[src/rtl/hazard_pkg.sv]
`default_nettype none
// ============================================================================
//  Module   : hazard_pkg
//  Brief    : Shared FSM encoding, x0 constant and register-match helper
//             for the pipeline hazard controller.
//  Revision : 1.0 - initial release
// ============================================================================
package hazard_pkg;

    typedef enum logic [0:0] {
        RUN     = 1'b0,
        BUBBLE2 = 1'b1
    } state_t;

    localparam logic [4:0] c_reg_x0 = 5'd0;

    // x0 is hardwired to zero, so it never creates a dependency
    function automatic logic reg_match(input logic use_rs, input logic [4:0] rs,
                                       input logic [4:0] rd);
        return use_rs && (rs != c_reg_x0) && (rs == rd);
    endfunction

endpackage
`default_nettype wire

[src/rtl/hazard_detect.sv]
`default_nettype none
// ============================================================================
//  Module   : hazard_detect
//  Brief    : Combinational source/destination match producing the stall
//             request and the "needs a second bubble" qualifier.
//  Revision : 1.0 - initial release
// ============================================================================
module hazard_detect
    import hazard_pkg::*;
(
    input  logic [4:0] if_id_rs1,
    input  logic [4:0] if_id_rs2,
    input  logic       if_id_use_rs1,
    input  logic       if_id_use_rs2,
    input  logic       branch,
    input  logic       jalr,
    input  logic [4:0] id_ex_rd,
    input  logic       id_ex_regwrite,
    input  logic       id_ex_memread,
    input  logic [4:0] ex_mem_rd,
    input  logic       ex_mem_memread,
    output logic       hazard,
    output logic       two_bubbles
);

    logic w_match_ex;
    logic w_match_mem;
    logic w_ctrl;
    logic w_load_use;
    logic w_ctrl_use;
    logic w_ctrl_load;

    assign w_match_ex  = reg_match(if_id_use_rs1, if_id_rs1, id_ex_rd)
                       | reg_match(if_id_use_rs2, if_id_rs2, id_ex_rd);
    assign w_match_mem = reg_match(if_id_use_rs1, if_id_rs1, ex_mem_rd)
                       | reg_match(if_id_use_rs2, if_id_rs2, ex_mem_rd);

    // Branches and jalr resolve in ID, so they also wait on ALU results
    assign w_ctrl      = branch | jalr;
    assign w_load_use  = id_ex_memread & w_match_ex;
    assign w_ctrl_use  = w_ctrl & id_ex_regwrite & w_match_ex;
    assign w_ctrl_load = w_ctrl & ex_mem_memread & w_match_mem;

    assign hazard      = w_load_use | w_ctrl_use | w_ctrl_load;
    assign two_bubbles = w_ctrl & w_load_use;

endmodule
`default_nettype wire

[src/rtl/hazard_controller.sv]
`default_nettype none
// ============================================================================
//  Module   : hazard_controller
//  Brief    : Pipeline stall/flush control with a two-state bubble FSM and
//             saturating stall/flush event counters.
//  Revision : 1.0 - initial release
// ============================================================================
module hazard_controller
    import hazard_pkg::*;
#(
    parameter int CNT_W = 32
) (
    input  logic             clk,
    input  logic             rst_n,
    input  logic [4:0]       IF_ID_rs1,
    input  logic [4:0]       IF_ID_rs2,
    input  logic             IF_ID_use_rs1,
    input  logic             IF_ID_use_rs2,
    input  logic             branch,
    input  logic             jal,
    input  logic             jalr,
    input  logic             branch_taken,
    input  logic [4:0]       ID_EX_rd,
    input  logic             ID_EX_regwrite,
    input  logic             ID_EX_memread,
    input  logic [4:0]       EX_MEM_rd,
    input  logic             EX_MEM_memread,
    input  logic             ICACHE_stall,
    input  logic             DCACHE_stall,
    output logic             PC_write,
    output logic             IF_ID_write,
    output logic             ID_EX_write,
    output logic             EX_MEM_write,
    output logic             MEM_WB_write,
    output logic             IF_ID_flush,
    output logic             ID_EX_bubble,
    output logic [CNT_W-1:0] stall_cnt,
    output logic [CNT_W-1:0] flush_cnt
);

    localparam logic [CNT_W-1:0] c_cnt_one = {{(CNT_W-1){1'b0}}, 1'b1};
    localparam logic [CNT_W-1:0] c_cnt_max = {CNT_W{1'b1}};

    state_t           r_state;
    state_t           w_state_nxt;
    logic [CNT_W-1:0] r_stall_cnt;
    logic [CNT_W-1:0] r_flush_cnt;
    logic             w_hazard;
    logic             w_two_bubbles;
    logic             w_cache_stall;
    logic             w_redirect;

    hazard_detect u_detect (
        .if_id_rs1      (IF_ID_rs1),
        .if_id_rs2      (IF_ID_rs2),
        .if_id_use_rs1  (IF_ID_use_rs1),
        .if_id_use_rs2  (IF_ID_use_rs2),
        .branch         (branch),
        .jalr           (jalr),
        .id_ex_rd       (ID_EX_rd),
        .id_ex_regwrite (ID_EX_regwrite),
        .id_ex_memread  (ID_EX_memread),
        .ex_mem_rd      (EX_MEM_rd),
        .ex_mem_memread (EX_MEM_memread),
        .hazard         (w_hazard),
        .two_bubbles    (w_two_bubbles)
    );

    assign w_cache_stall = ICACHE_stall | DCACHE_stall;
    assign w_redirect    = jal | jalr | (branch & branch_taken);

    always_ff @(posedge clk) begin
        if (!rst_n) begin
            r_state <= RUN;
        end else begin
            r_state <= w_state_nxt;
        end
    end

    always_comb begin
        w_state_nxt  = r_state;
        PC_write     = 1'b1;
        IF_ID_write  = 1'b1;
        ID_EX_write  = 1'b1;
        EX_MEM_write = 1'b1;
        MEM_WB_write = 1'b1;
        IF_ID_flush  = 1'b0;
        ID_EX_bubble = 1'b0;
        if (!rst_n) begin
            w_state_nxt  = RUN;
            PC_write     = 1'b0;
            IF_ID_write  = 1'b0;
            ID_EX_write  = 1'b0;
            EX_MEM_write = 1'b0;
            MEM_WB_write = 1'b0;
            ID_EX_bubble = 1'b1;
        end else if (w_cache_stall) begin
            PC_write     = 1'b0;
            IF_ID_write  = 1'b0;
            ID_EX_write  = 1'b0;
            EX_MEM_write = 1'b0;
            MEM_WB_write = 1'b0;
        end else if (r_state == BUBBLE2) begin
            w_state_nxt  = RUN;
            PC_write     = 1'b0;
            IF_ID_write  = 1'b0;
            ID_EX_bubble = 1'b1;
        end else if (w_hazard) begin
            // A control op waiting on a load needs the load through MEM too
            w_state_nxt  = w_two_bubbles ? BUBBLE2 : RUN;
            PC_write     = 1'b0;
            IF_ID_write  = 1'b0;
            ID_EX_bubble = 1'b1;
        end else if (w_redirect) begin
            IF_ID_flush  = 1'b1;
        end
    end

    always_ff @(posedge clk) begin
        if (!rst_n) begin
            r_stall_cnt <= '0;
            r_flush_cnt <= '0;
        end else begin
            if (ID_EX_bubble && (r_stall_cnt != c_cnt_max)) begin
                r_stall_cnt <= r_stall_cnt + c_cnt_one;
            end
            if (IF_ID_flush && (r_flush_cnt != c_cnt_max)) begin
                r_flush_cnt <= r_flush_cnt + c_cnt_one;
            end
        end
    end

    assign stall_cnt = r_stall_cnt;
    assign flush_cnt = r_flush_cnt;

endmodule
`default_nettype wire
[config.mk]
export PLATFORM = sky130hd
export DESIGN_NAME = hazard_controller
export DESIGN_NICKNAME = d
export VERILOG_FILES = /design/src/rtl/hazard_pkg.sv /design/src/rtl/hazard_detect.sv /design/src/rtl/hazard_controller.sv
export SDC_FILE = /design/constraint.sdc
export NUM_CORES = 1
export LEC_CHECK = 0
export CELL_PAD_IN_SITES_DETAIL_PLACEMENT = 0
export CELL_PAD_IN_SITES_GLOBAL_PLACEMENT = 1
export CORE_ASPECT_RATIO = 1.4
export CORE_MARGIN = 2
export CORE_UTILIZATION = 25
export DETAILED_ROUTE_END_ITERATION = 6
export PLACE_DENSITY = 0.62
export RECOVER_POWER = 100
export SETUP_SLACK_MARGIN = 0.1
export SYNTH_ARGS = -nofsm -noshare
export SYNTH_HDL_FRONTEND = slang
export SYNTH_HIERARCHICAL = 1
export SYNTH_SLANG_ARGS = --single-unit
[constraint.sdc]
create_clock -name clk -period 2.5 [get_ports clk]
set_input_delay 0.25 -clock clk [delete_from_list [all_inputs] [get_ports clk]]
set_output_delay 0.25 -clock clk [all_outputs]
set_load 0.005 [all_outputs]
==> flow_metrics.tcl, run 1 <==
set metrics [dict create \
    status "finished, violations left" \
    failed_checks "setup timing" \
    cts.sinks 65 \
    dpl.hpwl_um 9240 \
    die_x_um 108 \
    stdcell_count 829 \
    grtUsageTotal_pct 16.1 \
    first_pass_iters 4 \
    cts_buffers 9 \
    synthMuxAreaShare_pct 2.88 \
    viasPerCell 5.16 \
    synth_area_leaders "dfxtp_1 34%, a21oi_1 5.5%, nand2_1 4.4%" \
    clock.fmax_mhz 400 \
    synth_fa_ha_area_share_pct 0.655 \
    yosys_register_bits 65 \
    maxSlewHeadroom_pct 60.5 \
    async_reset_ff_share_pct 0 \
    cts_root_buf "clkbuf_16" \
    synthCells 452 \
    startpoint_type "primary input" \
    finish.utilization_pct 43.5 \
    max-cap-violations 0 \
    min_path_type "reg -> reg" \
    grt_pass1_vias 4189 \
    synth.avg_cell_area_um2 8.45 \
    cts_tree "built" \
    synth_compound_area_share_pct 18.0 \
    hold_viol_final 0 \
    required_ps 2760 \
    yosysWarnings 6 \
    worstPathArrival_ps 2770 \
    netlist.area_leader.share_pct 34.1 \
    p_clk_share_pct 51.4 \
    leakagePower_uw 0.00250 \
    syn2layout_area_growth_pct 70.7 \
    grt_pass1_wl_um 20900 \
    synthesis.nets 487 \
    diodes 0 \
    start_util_pct 25.5 \
    synth_top_family_by_area "simple AND/OR/NAND/NOR gates" \
    pwr-share-seq_pct 38.0 \
    grt.overflow.total 0 \
    cts_max_level 3 \
    io_buffers 103 \
    antenna_found_initial 0 \
    powerDensity_nw_per_um2 422 \
    intPower_uw 2120 \
    synth-edff-count 0 \
    drtIter0Drc 173 \
    finClkSkew_ps 6.82 \
    drc_errors 0 \
    clk_latency_ps 330 \
    setup_viol 3 \
    timing.final.crit_share_pct 100 \
    clk_pin_slew_ps 60 \
    dp_cells 783 \
    hp-start "stall_cnt[23]$_SDFFE_PN0P_" \
    r2r_end "flush_cnt[18]$_SDFFE_PN0P_" \
    num_rows 53 \
    ant_nets 0 \
    drt-met1-wl_um 5390 \
    ios 104 \
    hold_path_depth 2 \
    routedWlPerCell_um 15.9 \
    synth-xor-area-share_pct 5.96 \
    layout_setup_ws_ps -2.94 \
    r2r_cells 7 \
    power_frac_comb_pct 10.5 \
    wirelength_um 13200 \
    irDropWorstVdd_mv 0.229 \
    wl_met2_um 7080 \
    cp_max_fo 6 \
    p_sw_uw 627 \
    cts_max_path_buffers 2 \
    die_area_um2 16300 \
    die_h_um 150 \
    synth_top_cell_by_area "dfxtp_1" \
    synthSimpleGateAreaFrac_pct 34.9 \
    ys_types 57 \
    power.total_uw 2750 \
    core_um2 15000 \
    end_kind "flip-flop" \
    num_vias 4274 \
    switching_share_pct 22.8 \
    period_minus_slack_ps 2500 \
    rsz0062_at_grt "true" \
    worstSetupPathType "in -> reg" \
    dr_wl_met3_um 395 \
    slew_violations 0 \
    drive_above_1_share_pct 30.0 \
    syn-cell-area_um2 3820 \
    hold_end "stall_cnt[23]$_SDFFE_PN0P_" \
    synth_common_cells "65 x dfxtp_1, 45 x nand2_1, 42 x a21oi_1, 26 x o21ai_0, 26 x or3_1" \
    cts_hold_buf 0 \
    ys_seq_area_share_pct 34.1 \
    nNetsFinal 667 \
    grt_max_degree 30 \
    synthMostInstantiatedCell "dfxtp_1" \
    post-route-cell-area_um2 6520 \
    gp_routability_congestion 0.801 \
    ys.flop_type "dfxtp_1" \
    fillers 1539 \
    place_area_um2 5450 \
    ff2ff_setup_slack_ps 210 \
    top_layer "met4" \
    tightest_slew_ps 590 \
    reg2reg_from "flush_cnt[0]$_SDFFE_PN0P_" \
]
## cell families (layout without fill, tap and decap cells)
| family | Yosys count | after routing |
|---|---|---|
| buffers and inverters | 27 | 212 |
| AOI/OAI and AO/OA | 108 | 108 |
| adders and majority gates | 2 | 2 |
| muxes | 11 | 11 |
| xor gates and xnor gates | 26 | 26 |
| DFF | 65 | 65 |
| and+or+nand+nor | 213 | 213 |
## how the worst max path moves through the flow
stage | from | endpoint | slack, ps | cells after the start
6_report | IF_ID_rs1[2] | flush_cnt[18]$_SDFFE_PN0P_ | -3 | 15
3_5_place_dp | IF_ID_rs1[4] | stall_cnt[28]$_SDFFE_PN0P_ | -730 | 14
4_1_cts | EX_MEM_rd[1] | stall_cnt[31]$_SDFFE_PN0P_ | -70 | 14
2_1_floorplan | IF_ID_rs1[2] | stall_cnt[7]$_SDFFE_PN0P_ | -50 | 11
3_3_place_gp | IF_ID_rs1[2] | stall_cnt[28]$_SDFFE_PN0P_ | -770 | 14
5_1_grt | ID_EX_rd[4] | stall_cnt[31]$_SDFFE_PN0P_ | -140 | 14
## stage by stage
step | hold slack, ps | setup slack, ps | setup TNS (ps)
5_1_grt | 536 | -140 | -2310
4_1_cts | 517 | -69.1 | -466
6_report | 512 | -2.94 | -5.66
2_1_floorplan | 399 | -49.4 | -178
3_5_place_dp | 503 | -730 | -36340
3_3_place_gp | 487 | -767 | -35110
## flip-flops by register name (all words and copies together) (netlist names)
register and cells:
stall_cnt 32, flush_cnt 32, r_state 1
## power groups by stage
stage          clock (µW)  sequential, µW  combinational, µW
2_1_floorplan           0            1070               87.0
3_3_place_gp            0            1070                233
3_5_place_dp            0            1070                235
4_1_cts              1450            1050                254
5_1_grt              1500            1050                312
6_report             1410            1050                290
## final cells by class
class                           instances  area, µm²  share of cell area [%]
Clock buffer                           12        256                    3.93
Multi-Input combinational cell        360       2860                    43.9
Timing Repair Buffer                  188       1750                    26.9
Tap cell                              192        240                    3.68
Sequential cell                        65       1300                    20.0
Inverter                                8       32.5                   0.499
Clock inverter                          4       75.1                    1.15
## timing repair
| item | in CTS | in global routing |
|---|---|---|
| buffers inserted | 16 | 17 |
| endpoints found under the setup margin | 67 | 64 |
| gates cloned | 1 | 0 |
| pin swaps | 61 | 41 |
| resized for setup | 118 | 76 |
## worst max-delay path: stages
cell and delay [ps]:
buf_8 100, buf_6 110, or4_4 480, o21ai_4 220, nor4_4 60, a31oi_1 200
o21ai_2 110, nor2_4 130, nand4_4 120, inv_4 90, buf_8 130, buf_4 120
o2111ai_4 140, or3_1 350, a21oi_1 150
## metal layers
layer	vias up	track usage, %
li1	2089	-
met1	2077	18.1
met2	87	29.5
met3	21	2.64
met4	0	6.60
met5	-	0
## layout by cell type (no fill, tap or decap), types with 6 or more instances in the layout
cell type / instances
a21oi_1: 36
a21oi_2: 6
and3_1: 8
and4_1: 7
buf_2: 9
buf_4: 53
buf_6: 27
clkbuf_16: 9
clkdlybuf4s50_1: 23
dfxtp_1: 65
dlygate4sd3_1: 53
inv_1: 7
mux2i_1: 11
nand2_1: 41
nand2b_1: 11
nand3_1: 13
nand4_1: 21
nor2_1: 14
nor4_4: 9
o21ai_0: 20
o21ai_1: 6
o31ai_1: 11
or3_1: 26
or4_1: 11
or4_4: 8
xnor2_1: 10
xor2_1: 13
No activity file was read; power rests on OpenSTA's default activity.
==> run 2: changes to the inputs <==
==> constraint.sdc (replaced) <==
create_clock -name clk -period 2.5 [get_ports clk]
set_input_delay 0.5 -clock clk [delete_from_list [all_inputs] [get_ports clk]]
set_output_delay 0.5 -clock clk [all_outputs]
set_load 0.005 [all_outputs]
==> run 2 against run 1 <==
  * The flow still finishes with violations (setup timing)
  * Clock-buffer cell count is 3 lower
  * Maximum frequency is 11% lower
  * Clock power is 3% lower
  * Final cell count is 0.72% lower
  * First-iteration DRC count is 20% lower
  * Global-route usage is 0.47 points lower
  * Sequential power hardly changed
  * Design area hardly changed
  * Worst setup slack worse by 320 ps
  * Sequential cell count stayed put
  * Largest power group unchanged
==> flow_metrics.tcl, run 2 (same netlist as run 1, synthesis figures left out) <==
set metrics [dict create \
    ant_nets 0 \
    holdWs_ps 517 \
    drt-met1-wl_um 5230 \
    viasPerCell 5.18 \
    die_h_um 150 \
    failed_checks "setup timing" \
    place_area_um2 5470 \
    dpl.hpwl_um 9140 \
    grtUsageTotal_pct 15.6 \
    grt_max_degree 34 \
    p_sw_uw 642 \
    final_common_cell "dfxtp_1" \
    startpoint_type "primary input" \
    wirelength_um 12800 \
    ios 104 \
    num_vias 4263 \
    io_buffers 103 \
    switching_share_pct 23.8 \
    worstSetupPathType "in -> out" \
    intPower_uw 2060 \
    drtIter0Drc 138 \
    irDropWorstVdd_mv 0.340 \
    wl_met2_um 6820 \
    hold_viol_final 0 \
    cts_tree "built" \
    drive_above_1_share_pct 34.9 \
    worstPathArrival_ps 2320 \
    cts_hold_buf 0 \
    timing.final.crit_share_pct 113 \
    period_minus_slack_ps 2820 \
    maxSlewHeadroom_pct 51.0 \
    pwr-share-seq_pct 39.0 \
    slew_violations 0 \
    layout_setup_ws_ps -320 \
    cts_buffers 9 \
    start_util_pct 25.5 \
    die_area_um2 16300 \
    cts_max_path_buffers 2 \
    end_kind "primary output" \
    num_rows 53 \
    dp_cells 783 \
    core_um2 15000 \
    drc_errors 0 \
    diodes 0 \
    status "finished, violations left" \
    clk_pin_slew_ps 60 \
    finish.utilization_pct 43.5 \
    gp_routability_congestion 0.824 \
    die_x_um 108 \
    routedWlPerCell_um 15.6 \
    max-cap-violations 0 \
    setup_viol 65 \
    p_clk_share_pct 50.9 \
    min_path_type "reg -> reg" \
    nNetsFinal 661 \
    clk_latency_ps 330 \
    fin_tns_setup_ps -10280 \
    top_layer "met4" \
    grt.overflow.total 0 \
    cts_root_buf "clkbuf_16" \
    grt_pass1_vias 4176 \
    stdcell_count 823 \
    cts.sinks 65 \
    cp_max_fo 2 \
    mostFrequentLayoutCells "65 x dfxtp_1, 54 x buf_4, 44 x dlygate4sd3_1" \
    clock.fmax_mhz 355 \
    dr_wl_met3_um 459 \
    post-route-cell-area_um2 6520 \
    tightest_slew_ps 729 \
    powerDensity_nw_per_um2 414 \
    syn2layout_area_growth_pct 70.7 \
    power_frac_comb_pct 10.1 \
    first_pass_iters 4 \
    finClkSkew_ps 11.1 \
    cts_max_level 3 \
    leakagePower_uw 0.00244 \
    antenna_found_initial 0 \
    ff2ff_setup_slack_ps 90 \
    required_ps 2000 \
    grt_pass1_wl_um 20300 \
    rsz0062_at_grt "true" \
]
==> run 2: timing repair <==
| action | in CTS | in global routing |
|---|---|---|
| buffers inserted | 17 | 8 |
| pin swaps | 62 | 25 |
| hold endpoints to repair | 0 | 0 |
| endpoints found under the setup margin | 71 | 68 |
| resized for setup | 147 | 76 |
| cloned | 2 | 0 |
==> run 2: cell type report <==
type / instances / area [µm²]
Clock buffer: 9 / 225
Clock inverter: 7 / 93.8
Fill cell: 1529 / 8460
Inverter: 8 / 32.5
Multi-Input combinational cell: 360 / 2980
Sequential cell: 65 / 1300
Tap cell: 192 / 240
Timing Repair Buffer: 182 / 1660
==> run 2: metal layers <==
layer  global-route usage (%)  up-vias
met5                        0        -
met4                     5.96        0
met3                     2.60       19
li1                         -     2080
met1                     17.5     2054
met2                     28.8      110
==> run 2: worst paths after layout <==
kind                                    from                    endpoint  depth (start not counted)
hold / removal    stall_cnt[23]$_SDFFE_PN0P_  stall_cnt[23]$_SDFFE_PN0P_                          2
setup / recovery                IF_ID_rs2[1]                ID_EX_bubble                         11
setup reg to reg   flush_cnt[0]$_SDFFE_PN0P_  flush_cnt[30]$_SDFFE_PN0P_                          7
hold reg to reg   stall_cnt[23]$_SDFFE_PN0P_  stall_cnt[23]$_SDFFE_PN0P_                          2
==> run 2: power by group through the flow <==
stage | Clock [µW] | Combinational [µW] | Sequential [µW]
floorplan | 0 | 86.0 | 1070
global placement | 0 | 226 | 1070
detailed placement | 0 | 228 | 1070
CTS | 1410 | 248 | 1050
global route | 1450 | 294 | 1050
finish | 1370 | 273 | 1050
==> run 2: per-stage QoR <==
stage | power, µW | worst slack [ps]
CTS | 2710 | -387
floorplan | 1160 | -286
global placement | 1300 | -988
global route | 2800 | -452
detailed placement | 1300 | -1010
finish | 2700 | -320
==> run 2: critical path, cell delays in order <==
cell and delay, ps:
buf_6 100, or4_4 540, o21ai_4 250, nor4_4 80, a31oi_2 190, o21ai_2 90, nor2_2 120, o31ai_2 70
buf_4 170, buf_6 110, buf_6 100
==> run 3: changes to the inputs <==
- GPL_ROUTABILITY_DRIVEN: unset -> 1
==> results of run 3 <==
No change in the layout: final DEF, timing and power equal those of run 2.
